File: config.mk
export PLATFORM = sky130hd
export DESIGN_NAME = yadmc_spram_port
export DESIGN_NICKNAME = d
export VERILOG_FILES = /design/src/rtl/yadmc_spram_port_pkg.sv /design/src/rtl/yadmc_spram_port_fifo.sv /design/src/rtl/yadmc_spram_port.sv
export SDC_FILE = /design/constraint.sdc
export NUM_CORES = 1
export LEC_CHECK = 0
export ABC_AREA = 1
export BUFFER_PORTS_ARGS = -buffer_cell sky130_fd_sc_hd__buf_4
export CAP_MARGIN = 25
export CELL_PAD_IN_SITES_DETAIL_PLACEMENT = 0
export CELL_PAD_IN_SITES_GLOBAL_PLACEMENT = 1
export CORE_MARGIN = 2
export CORE_UTILIZATION = 27
export DETAILED_ROUTE_END_ITERATION = 8
export PLACE_DENSITY_LB_ADDON = 0.1
export SETUP_SLACK_MARGIN = 0.3
export SYNTH_ARGS = -nofsm -noshare
export SYNTH_HDL_FRONTEND = slang
export SYNTH_SLANG_ARGS = --single-unit
File: constraint.sdc
create_clock -name clk -period 2.51 [get_ports clk]
set_clock_uncertainty 0.15 [all_clocks]
set_input_delay 0.1255 -clock clk [delete_from_list [all_inputs] [get_ports clk]]
set_output_delay 0.1255 -clock clk [all_outputs]
set_load 0.01 [all_outputs]
File: src/rtl/yadmc_spram_port_pkg.sv
// Shared types for the yadmc single-port RAM access controller.
package yadmc_spram_port_pkg;

    localparam int unsigned RD_CREDITS = 2;

    typedef enum logic [1:0] {
        GNT_NONE,
        GNT_WR,
        GNT_RD
    } grant_e;

    typedef enum logic {
        LAST_WR = 1'b0,
        LAST_RD = 1'b1
    } last_e;

endpackage

File: src/rtl/yadmc_spram_port_fifo.sv
// Two-entry response FIFO that absorbs the RAM read latency under back-pressure.
module yadmc_spram_port_fifo #(
    parameter int data_width = 8
) (
    input  logic                  clk,
    input  logic                  rst,
    input  logic                  push,
    input  logic                  pop,
    input  logic [data_width-1:0] din,
    output logic [data_width-1:0] head,
    output logic [1:0]            count
);

    logic [data_width-1:0] mem_q [2];
    logic                  wr_ptr_q, wr_ptr_d;
    logic                  rd_ptr_q, rd_ptr_d;
    logic [1:0]            count_q, count_d;

    always_comb begin
        wr_ptr_d = push ? ~wr_ptr_q : wr_ptr_q;
        rd_ptr_d = pop ? ~rd_ptr_q : rd_ptr_q;
        count_d  = count_q + {1'b0, push} - {1'b0, pop};
    end

    always_ff @(posedge clk) begin
        if (rst) begin
            wr_ptr_q <= 1'b0;
            rd_ptr_q <= 1'b0;
            count_q  <= 2'd0;
        end else begin
            wr_ptr_q <= wr_ptr_d;
            rd_ptr_q <= rd_ptr_d;
            count_q  <= count_d;
        end
    end

    // Storage needs no reset; count gates visibility.
    always_ff @(posedge clk) begin
        if (push) begin
            mem_q[wr_ptr_q] <= din;
        end
    end

    assign head  = mem_q[rd_ptr_q];
    assign count = count_q;

endmodule

File: src/rtl/yadmc_spram_port.sv
// Arbitrates write and read clients onto one RAM port; returns
// read data through a credit-limited response FIFO.
module yadmc_spram_port
    import yadmc_spram_port_pkg::*;
#(
    parameter int address_depth = 10,
    parameter int data_width    = 8
) (
    input  logic                     clk,
    input  logic                     rst,
    input  logic                     wr_stb,
    input  logic [address_depth-1:0] wr_adr,
    input  logic [data_width-1:0]    wr_dat,
    output logic                     wr_ack,
    input  logic                     rd_stb,
    input  logic [address_depth-1:0] rd_adr,
    output logic                     rd_ack,
    output logic                     rd_valid,
    output logic [data_width-1:0]    rd_dat,
    input  logic                     rd_ready,
    output logic [address_depth-1:0] mem_adr,
    output logic                     mem_we,
    output logic [data_width-1:0]    mem_di,
    input  logic [data_width-1:0]    mem_do
);

    last_e  last_q, last_d;
    logic   inflight_q, inflight_d;
    grant_e gnt;
    logic   pop;
    logic   rd_elig;
    logic [1:0] count;
    logic [2:0] occ;

    assign pop = rd_valid & rd_ready;
    // Outstanding reads after this cycle's pop must leave room for one more.
    assign occ = {1'b0, count} + {2'b0, inflight_q} - {2'b0, pop};
    assign rd_elig = rd_stb & (occ < 3'(RD_CREDITS));

    always_comb begin
        gnt    = GNT_NONE;
        last_d = last_q;
        if (!rst) begin
            if (wr_stb && rd_elig) begin
                gnt    = (last_q == LAST_RD) ? GNT_WR : GNT_RD;
                last_d = (last_q == LAST_RD) ? LAST_WR : LAST_RD;
            end else if (wr_stb) begin
                gnt = GNT_WR;
            end else if (rd_elig) begin
                gnt = GNT_RD;
            end
        end
    end

    always_comb begin
        wr_ack  = 1'b0;
        rd_ack  = 1'b0;
        mem_we  = 1'b0;
        mem_adr = '0;
        mem_di  = '0;
        unique case (gnt)
            GNT_WR: begin
                wr_ack  = 1'b1;
                mem_we  = 1'b1;
                mem_adr = wr_adr;
                mem_di  = wr_dat;
            end
            GNT_RD: begin
                rd_ack  = 1'b1;
                mem_adr = rd_adr;
            end
            default: ;
        endcase
        inflight_d = (gnt == GNT_RD);
    end

    always_ff @(posedge clk) begin
        if (rst) begin
            last_q     <= LAST_RD;
            inflight_q <= 1'b0;
        end else begin
            last_q     <= last_d;
            inflight_q <= inflight_d;
        end
    end

    yadmc_spram_port_fifo #(
        .data_width (data_width)
    ) u_fifo (
        .clk   (clk),
        .rst   (rst),
        .push  (inflight_q),
        .pop   (pop),
        .din   (mem_do),
        .head  (rd_dat),
        .count (count)
    );

    assign rd_valid = (count != 2'd0);

endmodule

==> impl_metrics.tcl <==
set metrics [dict create \
    outcome "complete, but fails checks" \
    violations "negative setup slack" \
    syn-cell-area_mm2 0.001234 \
    cts_tree "done" \
    dr.pass1.iters 4 \
    synth_nets 180 \
    track_usage_pct 12.74 \
    end_kind "output pin" \
    grt_pass1_vias 1258 \
    holdPathEnd "last_q" \
    yosysTopAreaCell "edfxtp_1" \
    fin_crit_ps 3041 \
    num_vias 1214 \
    p_clk_share_pct 12.6 \
    n_antenna_cell 0 \
    powerDensity_mw_per_mm2 748.6 \
    worstPathArrival_ps 2770 \
    r2r_end "inflight_q" \
    slew_headroom_pct 51.25 \
    synth-edff-count 16 \
    clk_latency_ps 260 \
    ir_drop_mv 0.2844 \
    seq_power_share_pct 27.7 \
    netlist_instances 133 \
    grt_first_pass_wirelength_um 5181 \
    rr_worst_depth 18 \
    path_delay_family "adder cells" \
    p_leak_nw 1.113 \
    worst_hold_path_type "in -> reg" \
    async_reset_ff_share_pct 0 \
    whs_path_depth 4 \
    grt_antenna_before_repair 0 \
    detail_route.iter0.violations 28 \
    core-area_mm2 0.004384 \
    start_kind "flip-flop" \
    wl_per_cell_um 11.07 \
    syn_area_per_cell_um2 9.276 \
    synth_area_leaders "edfxtp_1 (39%), dfxtp_1 (11%), nand2_1 (9.7%)" \
    area_growth_pct 93.41 \
    synth_most_common_cell "nand2_1" \
    yosysSeqAreaShare_pct 50.30 \
    synthTopCellsByCount "nand2_1 (32), inv_1 (23), edfxtp_1 (16)" \
    dp_cells 260 \
    internal_power_mw 1.151 \
    gp_congestion 0.6482 \
    cts-root-buf "clkbuf_8" \
    routed_via_density 4.275 \
    overflow 0 \
    fin_setup_tns_ps -10010 \
    cts_made_buffers 3 \
    timing.final.ws_setup_ps -531.3 \
    p_comb_share_pct 59.7 \
    rsz0062_at_grt "yes" \
    r2r_slack_ps -180 \
    crit_required_ps 2230 \
    path_class "reg -> out" \
    power.total_mw 1.786 \
    ys_types 24 \
    drive_gt1_share_pct 71.98 \
    drcViolationCount 0 \
    final_nets 280 \
    path_buf_inv 6 \
    period_share_pct 121.2 \
    setup_viol 22 \
    p_switching_mw 0.6352 \
    h-tree-depth 1 \
    start_util_pct 28.14 \
    postRouteAntennaNets 0 \
    cts.path.max_buffers 2 \
    worstPathMaxFanout 5 \
    maxCapViolCount 0 \
    yosys_register_bits 23 \
    cts_num_sinks 23 \
    worst_pin_slew_ps 728.6 \
    critical_path.slowest_cell "fa_2" \
    clk_pin_slew_ps 80 \
    clock.fmax_ghz 0.3288 \
    stdcell_count 284 \
    fillers 397 \
    synth_top_cell_area_share_pct 38.95 \
    dieArea_mm2 0.005126 \
    sw_frac_of_total_pct 35.56 \
    grt_max_degree 14 \
    dpl.hpwl_um 2293 \
    synth-main-ff-cell "edfxtp_1" \
    routed_wl_um 3143 \
    hold_start "wr_stb" \
    rows 24 \
    dp_slack_ps -521.9 \
    cp_cell_sequence "inv_4 > nand2_4 > nand2_4 > inv_2 > ha_4 > inv_2 > ha_4 > fa_2 > inv_2 > nand2_2 > nor2_2 > nand4_1 > nand3_2 > ha_4 > buf_6 > nand2_2 > a21oi_2 > buf_4" \
    timing.rr.start "u_fifo.count[1]" \
    slowest_delay_ps 460 \
    final_hold_viol_count 0 \
    die_y_um 71.60 \
    ioPinCount 71 \
    portBuffers 70 \
    final_max_slew_viol_count 0 \
    yosys_warnings 0 \
    die_w_um 71.60 \
]
worst max path at each step:
stage | startpoint | to | slack [ps] | cells after the start
after global routing | u_fifo.count[1] | mem_adr[7] | -700 | 18
after detailed placement | u_fifo.count[1] | mem_adr[6] | -520 | 17
after CTS | u_fifo.count[1] | mem_adr[2] | -540 | 18
after floorplan | u_fifo.count[1] | mem_adr[0] | -350 | 17
after global placement | u_fifo.count[1] | mem_adr[1] | -460 | 17
final | u_fifo.count[1] | mem_adr[8] | -530 | 18
area by class of cell:
class                           instances  area [um2]  share of cell area (%)
Sequential cell                        23       621.8                   26.06
Timing Repair Buffer                  101       873.3                   36.60
Tap cell                               52       65.06                   2.727
Clock inverter                          1       5.005                  0.2098
Multi-Input combinational cell         79       683.2                   28.63
Inverter                               25       96.34                   4.038
Clock buffer                            3       41.29                   1.730
stage by stage:
step	utilization, %	instance area (um2)	hold WS, ps
global placement	45.29	1986	161.0
CTS	53.74	2356	32.56
floorplan	-	1354	40.47
finish	54.42	2386	32.62
detailed placement	45.29	1986	165.3
global route	54.42	2386	48.53
power by group through the flow:
stage / sequential, mW / combinational (mW) / clock (mW)
2_1_floorplan: 0.483 / 0.515 / 0
3_3_place_gp: 0.501 / 0.821 / 0
3_5_place_dp: 0.505 / 0.830 / 0
4_1_cts: 0.497 / 1.06 / 0.231
5_1_grt: 0.503 / 1.18 / 0.239
6_report: 0.495 / 1.07 / 0.226
worst register-to-register path, cell delays in order (launching register included):
cell     delay [ps]
dfxtp_2         340
inv_4            60
nand2_4          50
nand2_4          60
inv_2            40
ha_4            250
inv_2            30
ha_4            140
fa_2            570
inv_2            60
nand2_2          60
nor2_2           40
nand4_1         100
nand3_2         120
ha_4            200
buf_6           130
buf_4           140
inv_2            40
nor2_1           30
kinds of logic after synthesis:
kind of cell | count (synthesis) | synth area share [%]
adders and majority gates | 6 | 6.694
AOI/OAI and AO/OA | 15 | 6.694
buffers and inverters | 31 | 10.85
and+or+nand+nor | 50 | 18.15
DFF | 23 | 50.30
muxes | 8 | 7.303
sequential cells by signal (all words and copies together) (netlist names), named ones only:
register,count
u_fifo.count,2
u_fifo.wr_ptr_q,1
u_fifo.mem_q,16
last_q,1
inflight_q,1
u_fifo.rd_ptr_q,1
cells in the final DEF (no fill, tap or decap):
| master | count |
|---|---|
| buf_4 | 73 |
| nand2_2 | 18 |
| buf_6 | 16 |
| edfxtp_1 | 16 |
| inv_1 | 13 |
| inv_2 | 11 |
| nand2_1 | 11 |
| a21oi_2 | 11 |
| dlygate4sd3_1 | 9 |
| mux2_2 | 8 |
| nand2_4 | 7 |
| dfxtp_1 | 6 |
| nor2_1 | 5 |
| ha_4 | 5 |
| nand3_2 | 3 |
| clkbuf_8 | 3 |
| nor2_2 | 2 |
| o21ai_2 | 2 |
| a21oi_1 | 2 |
| buf_12 | 2 |
| inv_4 | 1 |
| nor2_4 | 1 |
| nand4_1 | 1 |
| nand3_1 | 1 |
| nor3_1 | 1 |
| fa_2 | 1 |
| clkinv_2 | 1 |
| buf_8 | 1 |
| dfxtp_2 | 1 |
per-layer routing:
layer	part of all wire (%)	global-route usage, %	vias up
met5	0	0	-
met4	1.2	3.774	0
met2	52	23.97	54
met1	39	14.06	541
met3	8.2	3.094	4
li1	-	-	615
repair_timing:
item                                    CTS  global route
endpoints found under the hold margin    20             0
endpoints found under the setup margin   23            23
hold buffers                              9             0
setup buffers                            11             0
gates resized for setup                  43             9
pin swaps                                22             4
Note: power is estimated with default switching activity, not from simulation.
